$ cat config.mk
export PLATFORM = sky130hd
export DESIGN_NAME = dmem_responder
export DESIGN_NICKNAME = d
export VERILOG_FILES = /design/src/rtl/dmem_pkg.sv /design/src/rtl/dmem_lane_fmt.sv /design/src/rtl/dmem_responder.sv
export SDC_FILE = /design/constraint.sdc
export NUM_CORES = 2
export LEC_CHECK = 0
export ABC_AREA = 1
export CAP_MARGIN = 0
export CORE_UTILIZATION = 37
export DETAILED_ROUTE_END_ITERATION = 16
export MAX_ROUTING_LAYER = met4
export PLACE_DENSITY_LB_ADDON = 0.2
export SYNTH_ARGS = -nofsm -noshare
export SYNTH_HDL_FRONTEND = slang
export SYNTH_SLANG_ARGS = --single-unit
$ cat constraint.sdc
create_clock -name clk -period 8.7 [get_ports clk]
set_input_delay 1.74 -clock clk [delete_from_list [all_inputs] [get_ports clk]]
set_output_delay 1.74 -clock clk [all_outputs]
set_load 0.05 [all_outputs]
$ cat src/rtl/dmem_pkg.sv
// Shared definitions for the data-memory responder: RV32I load/store size
// codes, the responder FSM state type and a store-data replication helper.
package dmem_pkg;

  localparam logic [2:0] F3_B  = 3'b000;
  localparam logic [2:0] F3_H  = 3'b001;
  localparam logic [2:0] F3_W  = 3'b010;
  localparam logic [2:0] F3_BU = 3'b100;
  localparam logic [2:0] F3_HU = 3'b101;

  localparam int LANES = 4;

  typedef enum logic [1:0] {
    IDLE   = 2'd0,
    WAIT   = 2'd1,
    ACCESS = 2'd2,
    RESP   = 2'd3
  } dmem_state_t;

  // Spread right-aligned store data across every lane it could land in, so
  // the byte enables alone decide which lanes actually change.
  function automatic logic [31:0] lane_replicate(input logic [2:0] funct3,
                                                 input logic [31:0] wdata);
    logic [31:0] rep;
    case (funct3)
      F3_B:    rep = {4{wdata[7:0]}};
      F3_H:    rep = {2{wdata[15:0]}};
      default: rep = wdata;
    endcase
    return rep;
  endfunction

endpackage

$ cat src/rtl/dmem_lane_fmt.sv
// Combinational lane formatter: decodes size/sign and the low address bits
// into byte enables, a merged store word, extended load data and an error.
module dmem_lane_fmt
  import dmem_pkg::*;
(
  input  logic        we,
  input  logic [2:0]  funct3,
  input  logic [1:0]  addr_lo,
  input  logic [31:0] old_word,
  input  logic [31:0] wdata,
  output logic [31:0] store_word,
  output logic [3:0]  byte_en,
  output logic [31:0] load_data,
  output logic        err
);

  logic [7:0]  byte_sel;
  logic [15:0] half_sel;
  logic [3:0]  be_raw;
  logic [31:0] ld_raw;
  logic [31:0] rep_data;

  assign byte_sel = old_word[{addr_lo, 3'b000} +: 8];
  assign half_sel = old_word[{addr_lo[1], 4'b0000} +: 16];
  assign rep_data = lane_replicate(funct3, wdata);

  // Size/sign decode: raw lane mask, raw extended load value and legality.
  always_comb begin
    be_raw = 4'b0000;
    ld_raw = 32'h0;
    err    = 1'b0;
    case (funct3)
      F3_B: begin
        be_raw = 4'b0001 << addr_lo;
        ld_raw = {{24{byte_sel[7]}}, byte_sel};
      end
      F3_BU: begin
        err    = we;
        ld_raw = {24'h0, byte_sel};
      end
      F3_H: begin
        err    = addr_lo[0];
        be_raw = addr_lo[1] ? 4'b1100 : 4'b0011;
        ld_raw = {{16{half_sel[15]}}, half_sel};
      end
      F3_HU: begin
        err    = addr_lo[0] | we;
        ld_raw = {16'h0, half_sel};
      end
      F3_W: begin
        err    = (addr_lo != 2'b00);
        be_raw = 4'b1111;
        ld_raw = old_word;
      end
      default: begin
        err = 1'b1;
      end
    endcase
  end

  // Gate by direction and error, then merge the new lanes over the old word.
  always_comb begin
    byte_en    = (we && !err) ? be_raw : 4'b0000;
    load_data  = (!we && !err) ? ld_raw : 32'h0;
    store_word = old_word;
    for (int i = 0; i < LANES; i++) begin
      if (byte_en[i]) begin
        store_word[8*i +: 8] = rep_data[8*i +: 8];
      end
    end
  end

endmodule

$ cat src/rtl/dmem_responder.sv
// Slow data-memory responder: one request per valid/ready handshake, a
// programmable wait, a single-cycle array access and a held response.
module dmem_responder
  import dmem_pkg::*;
#(
  parameter int DM_ADDRESS = 9,
  parameter int DATA_W     = 32,
  parameter int LATENCY    = 2
) (
  input  logic                  clk,
  input  logic                  reset,
  input  logic                  req_valid,
  output logic                  req_ready,
  input  logic                  req_we,
  input  logic [2:0]            req_funct3,
  input  logic [DM_ADDRESS-1:0] req_addr,
  input  logic [DATA_W-1:0]     req_wdata,
  output logic                  rsp_valid,
  input  logic                  rsp_ready,
  output logic [DATA_W-1:0]     rsp_rdata,
  output logic                  rsp_err
);

  localparam int         WORDS   = 2 ** (DM_ADDRESS - 2);
  localparam logic [3:0] LAT_CNT = 4'(LATENCY);

  dmem_state_t state_q, state_d;
  logic [3:0]  cnt_q, cnt_d;

  logic                  we_q, we_d;
  logic [2:0]            f3_q, f3_d;
  logic [DM_ADDRESS-1:0] addr_q, addr_d;
  logic [DATA_W-1:0]     wdata_q, wdata_d;

  logic [DATA_W-1:0] rsp_rdata_q, rsp_rdata_d;
  logic              rsp_err_q, rsp_err_d;

  logic [DATA_W-1:0] mem_q [0:WORDS-1];
  logic [DATA_W-1:0] old_word;
  logic [DATA_W-1:0] store_word;
  logic [DATA_W-1:0] fmt_load;
  logic [3:0]        fmt_be;
  logic              fmt_err;
  logic              mem_we;

  assign old_word = mem_q[addr_q[DM_ADDRESS-1:2]];

  dmem_lane_fmt u_fmt (
    .we         (we_q),
    .funct3     (f3_q),
    .addr_lo    (addr_q[1:0]),
    .old_word   (old_word),
    .wdata      (wdata_q),
    .store_word (store_word),
    .byte_en    (fmt_be),
    .load_data  (fmt_load),
    .err        (fmt_err)
  );

  // Next-state, counter, request capture and response capture.
  always_comb begin
    state_d     = state_q;
    cnt_d       = cnt_q;
    we_d        = we_q;
    f3_d        = f3_q;
    addr_d      = addr_q;
    wdata_d     = wdata_q;
    rsp_rdata_d = rsp_rdata_q;
    rsp_err_d   = rsp_err_q;
    mem_we      = 1'b0;
    case (state_q)
      IDLE: begin
        if (req_valid) begin
          we_d    = req_we;
          f3_d    = req_funct3;
          addr_d  = req_addr;
          wdata_d = req_wdata;
          cnt_d   = LAT_CNT;
          // A zero count still spends one cycle in WAIT so the response
          // always appears LATENCY+2 cycles after the accept edge.
          state_d = WAIT;
        end
      end
      WAIT: begin
        if (cnt_q == 4'd0) begin
          state_d = ACCESS;
        end else begin
          cnt_d = cnt_q - 4'd1;
        end
      end
      ACCESS: begin
        // The only cycle that touches the array, so a store commits once.
        mem_we      = (fmt_be != 4'b0000);
        rsp_rdata_d = fmt_load;
        rsp_err_d   = fmt_err;
        state_d     = RESP;
      end
      RESP: begin
        if (rsp_ready) begin
          state_d = IDLE;
        end
      end
      default: begin
        state_d = IDLE;
      end
    endcase
  end

  // Control and response registers; reset abandons any pending request.
  always_ff @(posedge clk) begin
    if (reset) begin
      state_q     <= IDLE;
      cnt_q       <= 4'd0;
      rsp_rdata_q <= '0;
      rsp_err_q   <= 1'b0;
    end else begin
      state_q     <= state_d;
      cnt_q       <= cnt_d;
      rsp_rdata_q <= rsp_rdata_d;
      rsp_err_q   <= rsp_err_d;
    end
  end

  // Request payload latches; only meaningful once a request is accepted.
  always_ff @(posedge clk) begin
    we_q    <= we_d;
    f3_q    <= f3_d;
    addr_q  <= addr_d;
    wdata_q <= wdata_d;
  end

  // Word array write port; contents survive reset.
  always_ff @(posedge clk) begin
    if (mem_we) begin
      mem_q[addr_q[DM_ADDRESS-1:2]] <= store_word;
    end
  end

  assign req_ready = (state_q == IDLE);
  assign rsp_valid = (state_q == RESP);
  assign rsp_rdata = rsp_rdata_q;
  assign rsp_err   = rsp_err_q;

endmodule

Yosys cells after proc, flatten, opt, wreduce, memory -nomap -nowiden
Memories as Yosys holds them, arrays and structs flattened. A register that Yosys moved wholly into a read port is not among the register bits.
Cells that the tools add are included.
- register bits: 84
- bits in writable memories: 4096
- input bits: 49
- output and inout bits: 35
- logic and storage cells: 60
- memories: 1
- memory list (memory ; depth ; bits a word ; read ports ; clocked after Yosys merged registers in ; write ports ; line ; text):
    mem_q ; 128 ; 32 ; 1 ; 1 ; 1 ; dmem_responder.sv:38 ; logic [DATA_W-1:0] mem_q [0:WORDS-1];
- $add $sub $neg: 1
- equal/unequal tests: 11
- shifts and indexed selects: 3
- muxes and demuxes: 22
- bitwise gates (word level): 1
- reduce and logical (&&, ||, !) cells: 13
- operator list (operator ; count):
    $pmux W32 S5 ; 1
    $pmux W32 S2 ; 1
    $mux W32 ; 1
    $mux W8 ; 4
    $shiftx A32 B6 Y16 ; 1
    $shiftx A32 B6 Y8 ; 1
    $mux W4 ; 4
    $pmux W4 S3 ; 1
    $pmux W2 S4 ; 1
    $pmux W4 S2 ; 1
    $mux W7 ; 1
    $eq A3 B3 Y1 const B ; 2
    $mux W2 ; 3
    $ne A2 B2 Y1 const B ; 3
    $reduce_and A3 Y1 ; 2
    $pmux W1 S5 ; 1
    $eq A2 B2 Y1 const B ; 2
    $logic_not A4 Y1 ; 1
    $reduce_bool A2 Y1 ; 2
    $reduce_bool A4 Y1 ; 1
    $shl A1 B2 Y4 const A ; 1
    $sub A4 B1 Y4 const B ; 1
    $eq A3 B1 Y1 const B ; 1
    $eq A3 B2 Y1 const B ; 1
    9 further kinds ; 13

Logic depth before layout (Yosys ltp)
- word-level depth: 9
- gate-level depth with buffers: 20
- gate-level depth less buffers: 15

By module
From an unflattened synthesis, not the netlist that was laid out.
- cell total of the unflattened synthesis: 14013
- area, all modules: 169204.8 µm²
- modules (own cells, without submodules) (module ; times used ; cells each ; area each (µm²) ; sequential area each (µm²)):
    dmem_responder ; 1 ; 13602 ; 167359.3 ; 125270.1
    dmem_lane_fmt ; 1 ; 411 ; 1845.5 ; 0.0

Worst setup path before layout
OpenSTA, ideal clock, no wires.
- path type: reg2reg
- start: register f3_q[0]
- end: memory mem_q[0][29] (data pin)
- setup time: 1.197 ns
- arrival: 6.612 ns
- required time: 7.503 ns
- slack: 0.891 ns
- cell stages (with the launch flop): 12
- buffers on the path: 2
- period minus slack after synthesis: 7.809 ns
- cells stage by stage: edfxtp_1 > inv_1 > nor2_1 > inv_1 > nor2_1 > buf_2 > inv_1 > nand2_1 > inv_1 > clkbuf_1 > a21oi_1 > o21ai_0
- longest elaborated chain between the ends: 6
- elaborated cells on any way between the ends: 12
- ends and longest elaborated chain (item ; line ; text):
    from (decl) ; dmem_responder.sv:31 ; logic [2:0] f3_q, f3_d;
    from (signal assigned) ; dmem_responder.sv:127 ; f3_q <= f3_d;
    $eq A3 B2 Y1 (tied with other cells) ; dmem_lane_fmt.sv:32 ; case (funct3)
    $pmux W1 S5 ; dmem_lane_fmt.sv:32 ;
    $logic_not A1 Y1 ; dmem_lane_fmt.sv:63 ; byte_en = (we && !err) ? be_raw : 4'b0000;
    $logic_and A1 B1 Y1 ; dmem_lane_fmt.sv:63 ;
    $mux W4 ; dmem_lane_fmt.sv:63 ;
    $mux W8 (*) ; dmem_lane_fmt.sv:67 ; if (byte_en[i]) begin
    net store_word[29] ; dmem_responder.sv:40 ; logic [DATA_W-1:0] store_word;
    to (decl) ; dmem_responder.sv:38 ;
The timed path passes the listed nets; every way through them passes the cells marked *.

==> results.json <==
{
  "run_status": "completed",
  "remaining_drc_errors": 0,
  "dr_total_vias": 110000,
  "htree_num_levels": 5,
  "drt_iter0_markers": 13100,
  "maxSlewViolCount": 0,
  "cts_buffers": 437,
  "root_buffer": "clkbuf_16",
  "fmax_ghz": 0.167,
  "hold_path_class": "reg -> reg",
  "seq_area_frac_synth_pct": 74.9,
  "holdPathEnd": "rsp_err",
  "total_power_mw": 74.5,
  "post-cts-setup-buffers": 0,
  "synth_cell_type_count": 35,
  "post-route-period-util_pct": 68.9,
  "coreArea_mm2": 0.449,
  "r2r-end": "mem_q[67][2]",
  "worst_pin_slew_ns": 1.43,
  "chipHeight_um": 674,
  "grt_overflow": 0,
  "wl_per_cell_um": 27.7,
  "layout_commonest_cell": "edfxtp_1",
  "hpwl_mm": 288,
  "die_x_um": 674,
  "critPathMaxFanout": 215,
  "p_leak_nw": 62.8,
  "nets": 13400,
  "grt_pass1_wl_mm": 773,
  "clock_latency_ns": 1.02,
  "synth_warnings": 0,
  "critPathCaptureType": "flip-flop",
  "reg2reg_slack_ns": 2.70,
  "path_common_cell": "nand3_1",
  "fp-row-count": 246,
  "ctsResizeCount": 0,
  "fill_cells": 41500,
  "setup-tns-final_ns": 0,
  "path_cells": "clkinv_16 > buf_12 > o21ai_0 > o22ai_1 > nand2_1 > nand3_1 > nand3_1 > nand3_1 > nand3_1 > nand2_1 > mux2_8",
  "worstRegToRegCells": 11,
  "finalHoldViolations": 0,
  "vias_per_cell": 5.57,
  "rsz0062_at_grt": "false",
  "crit_path_start_kind": "flip-flop",
  "fin_crit_ns": 6.00,
  "cts_tree": "yes",
  "wirelength_mm": 546,
  "mappedNetlistNets": 13500,
  "grt_start_max_net_pins": 216,
  "fin_skew_ns": 0.0802,
  "cp_slowest_cell": "dfxtp_4",
  "dp.cells": 18900,
  "critPathTopFamily": "buffers and inverters",
  "gp_congestion": 0.936,
  "crit_type": "reg -> reg",
  "syn_avg_cell_area_um2": 12.4,
  "critPathBufInv": 2,
  "min_from": "rsp_err",
  "drive_above_1_share_pct": 8.20,
  "cts_max_path_buffers": 4,
  "dpl_cell_area_mm2": 0.176,
  "clkSinkCount": 4187,
  "final_cells": 19700,
  "area_growth_pct": 13.3,
  "dieArea_mm2": 0.455,
  "worst_path_largest_cell_delay_ns": 0.93,
  "ir_worst_vdd_mv": 0.744,
  "whs_path_depth": 2,
  "final_cell_mix": "4141 x edfxtp_1, 2796 x nand2_1, 2521 x nand3_1, 1038 x nor2_1, 1026 x o21ai_0",
  "relSlewSlack_pct": 4.94,
  "initial_core_util_pct": 37.2,
  "maxCapViolCount": 0,
  "portBuffers": 83,
  "ant_nets": 0,
  "hold_buffers": 0,
  "ys_seq_elements": 4187,
  "cts.reportedPaths.clkPinSlew_ns": 0.06,
  "power_density_mw_per_mm2": 393,
  "finalSetupViolations": 0,
  "cp.arrival_ns": 6.39,
  "crit_required_ns": 9.10,
  "dr.pass1.iters": 6,
  "grt_pass1_vias": 102000,
  "design_area_mm2": 0.189,
  "synth_cells": 13400,
  "gr-usage-all-layers_pct": 24.1,
  "boundaryPins": 84,
  "synth_area_mm2": 0.167,
  "grt_antenna_before_repair": 32
}
-- state kept, by name, indices dropped and copies added (netlist names), named ones only --
name	flops
cnt_q	4
rsp_rdata	32
wdata_q	32
mem_q	4096
state_q	2
we_q	1
addr_q	9
rsp_err	1
f3_q	3
-- synth_stat cells, drive strengths merged --
library cell     n  area (um2)
a221oi           1        8.76
nand3         2526       12600
dfxtp           46         921
inv            106         405
clkbuf         339        1270
ha               6        75.1
nor4             1        6.26
nand4            2        12.5
a211oi           1        7.51
a31oi            9        56.3
mux2             2        22.5
or2              1        6.26
a21oi          105         541
a22o             2        17.5
o22ai          500        3130
nand2         2798       10500
o211ai           1        7.51
edfxtp        4141      124000
nor2          1167        4380
o21ai         1089        5450
buf            594        3330
clkinv           1        3.75
nor3             3        15.0
xnor2            1        8.76
-- logic make-up after synthesis --
| group | count (synthesis) | share of synthesized area, % |
|---|---|---|
| flops | 4187 | 74.9 |
| fa+ha+maj | 6 | 0.0449 |
| mux | 2 | 0.0135 |
| xor+xnor | 1 | 0.00524 |
| simple gates | 6498 | 16.5 |
| buf+inv | 1040 | 3.00 |
| compound gates | 1708 | 5.52 |
-- worst register-to-register path: stages (launching register included) --
cell,delay (ns)
dfxtp_4,0.93
clkinv_16,0.74
buf_12,0.95
o21ai_0,0.44
o22ai_1,0.09
nand2_1,0.07
nand3_1,0.22
nand3_1,0.27
nand3_1,0.37
nand3_1,0.21
nand2_1,0.11
mux2_8,0.48
-- cell type report --
cell class | count | area, um2 | share of cell area [%]
Tap cell | 5952 | 7450 | 3.93
Inverter | 107 | 464 | 0.245
Clock inverter | 259 | 2250 | 1.19
Antenna cell | 13 | 32.5 | 0.0172
Sequential cell | 4187 | 125000 | 66.2
Timing Repair Buffer | 423 | 4020 | 2.12
Multi-Input combinational cell | 8215 | 38300 | 20.2
Clock buffer | 544 | 11500 | 6.09
-- where the power goes --
part | internal (mW) | switching (mW) | total (mW)
sequential | 29.3 | 0.381 | 29.7
combinational | 5.00 | 21.6 | 26.6
clock | 10.2 | 7.98 | 18.2
total | 44.6 | 29.9 | 74.5
-- stage by stage --
stage / worst slack [ns] / hold WS, ns / utilization [%]
after global placement: 2.90 / 0.487 / 39.1
after CTS: 2.91 / 0.506 / 42.1
final: 2.70 / 0.494 / 42.1
after floorplan: 0.891 / 0.470 / -
after detailed placement: 2.96 / 0.489 / 39.1
after global routing: 2.73 / 0.548 / 42.1
-- routing by layer --
metal  global-route usage, %  share of wire, %  vias up
met5                       -                 0        -
met4                    9.63               4.5        0
met3                    3.77               7.7      931
met2                    36.1                45     4314
met1                    33.0                43    55700
li1                        -                 -    48700
-- how the worst max path moves through the flow --
stage	start	endpoint	slack [ns]	cells after the start
floorplan	f3_q[0]	mem_q[0][29]	0.89	11
global placement	addr_q[1]	mem_q[64][12]	2.90	8
detailed placement	addr_q[1]	mem_q[64][12]	2.96	8
CTS	addr_q[1]	mem_q[64][30]	2.91	8
global route	addr_q[1]	mem_q[64][30]	2.73	8
finish	flip-flop	mem_q[67][2]	2.70	11
(Power assumes the default switching activity.)
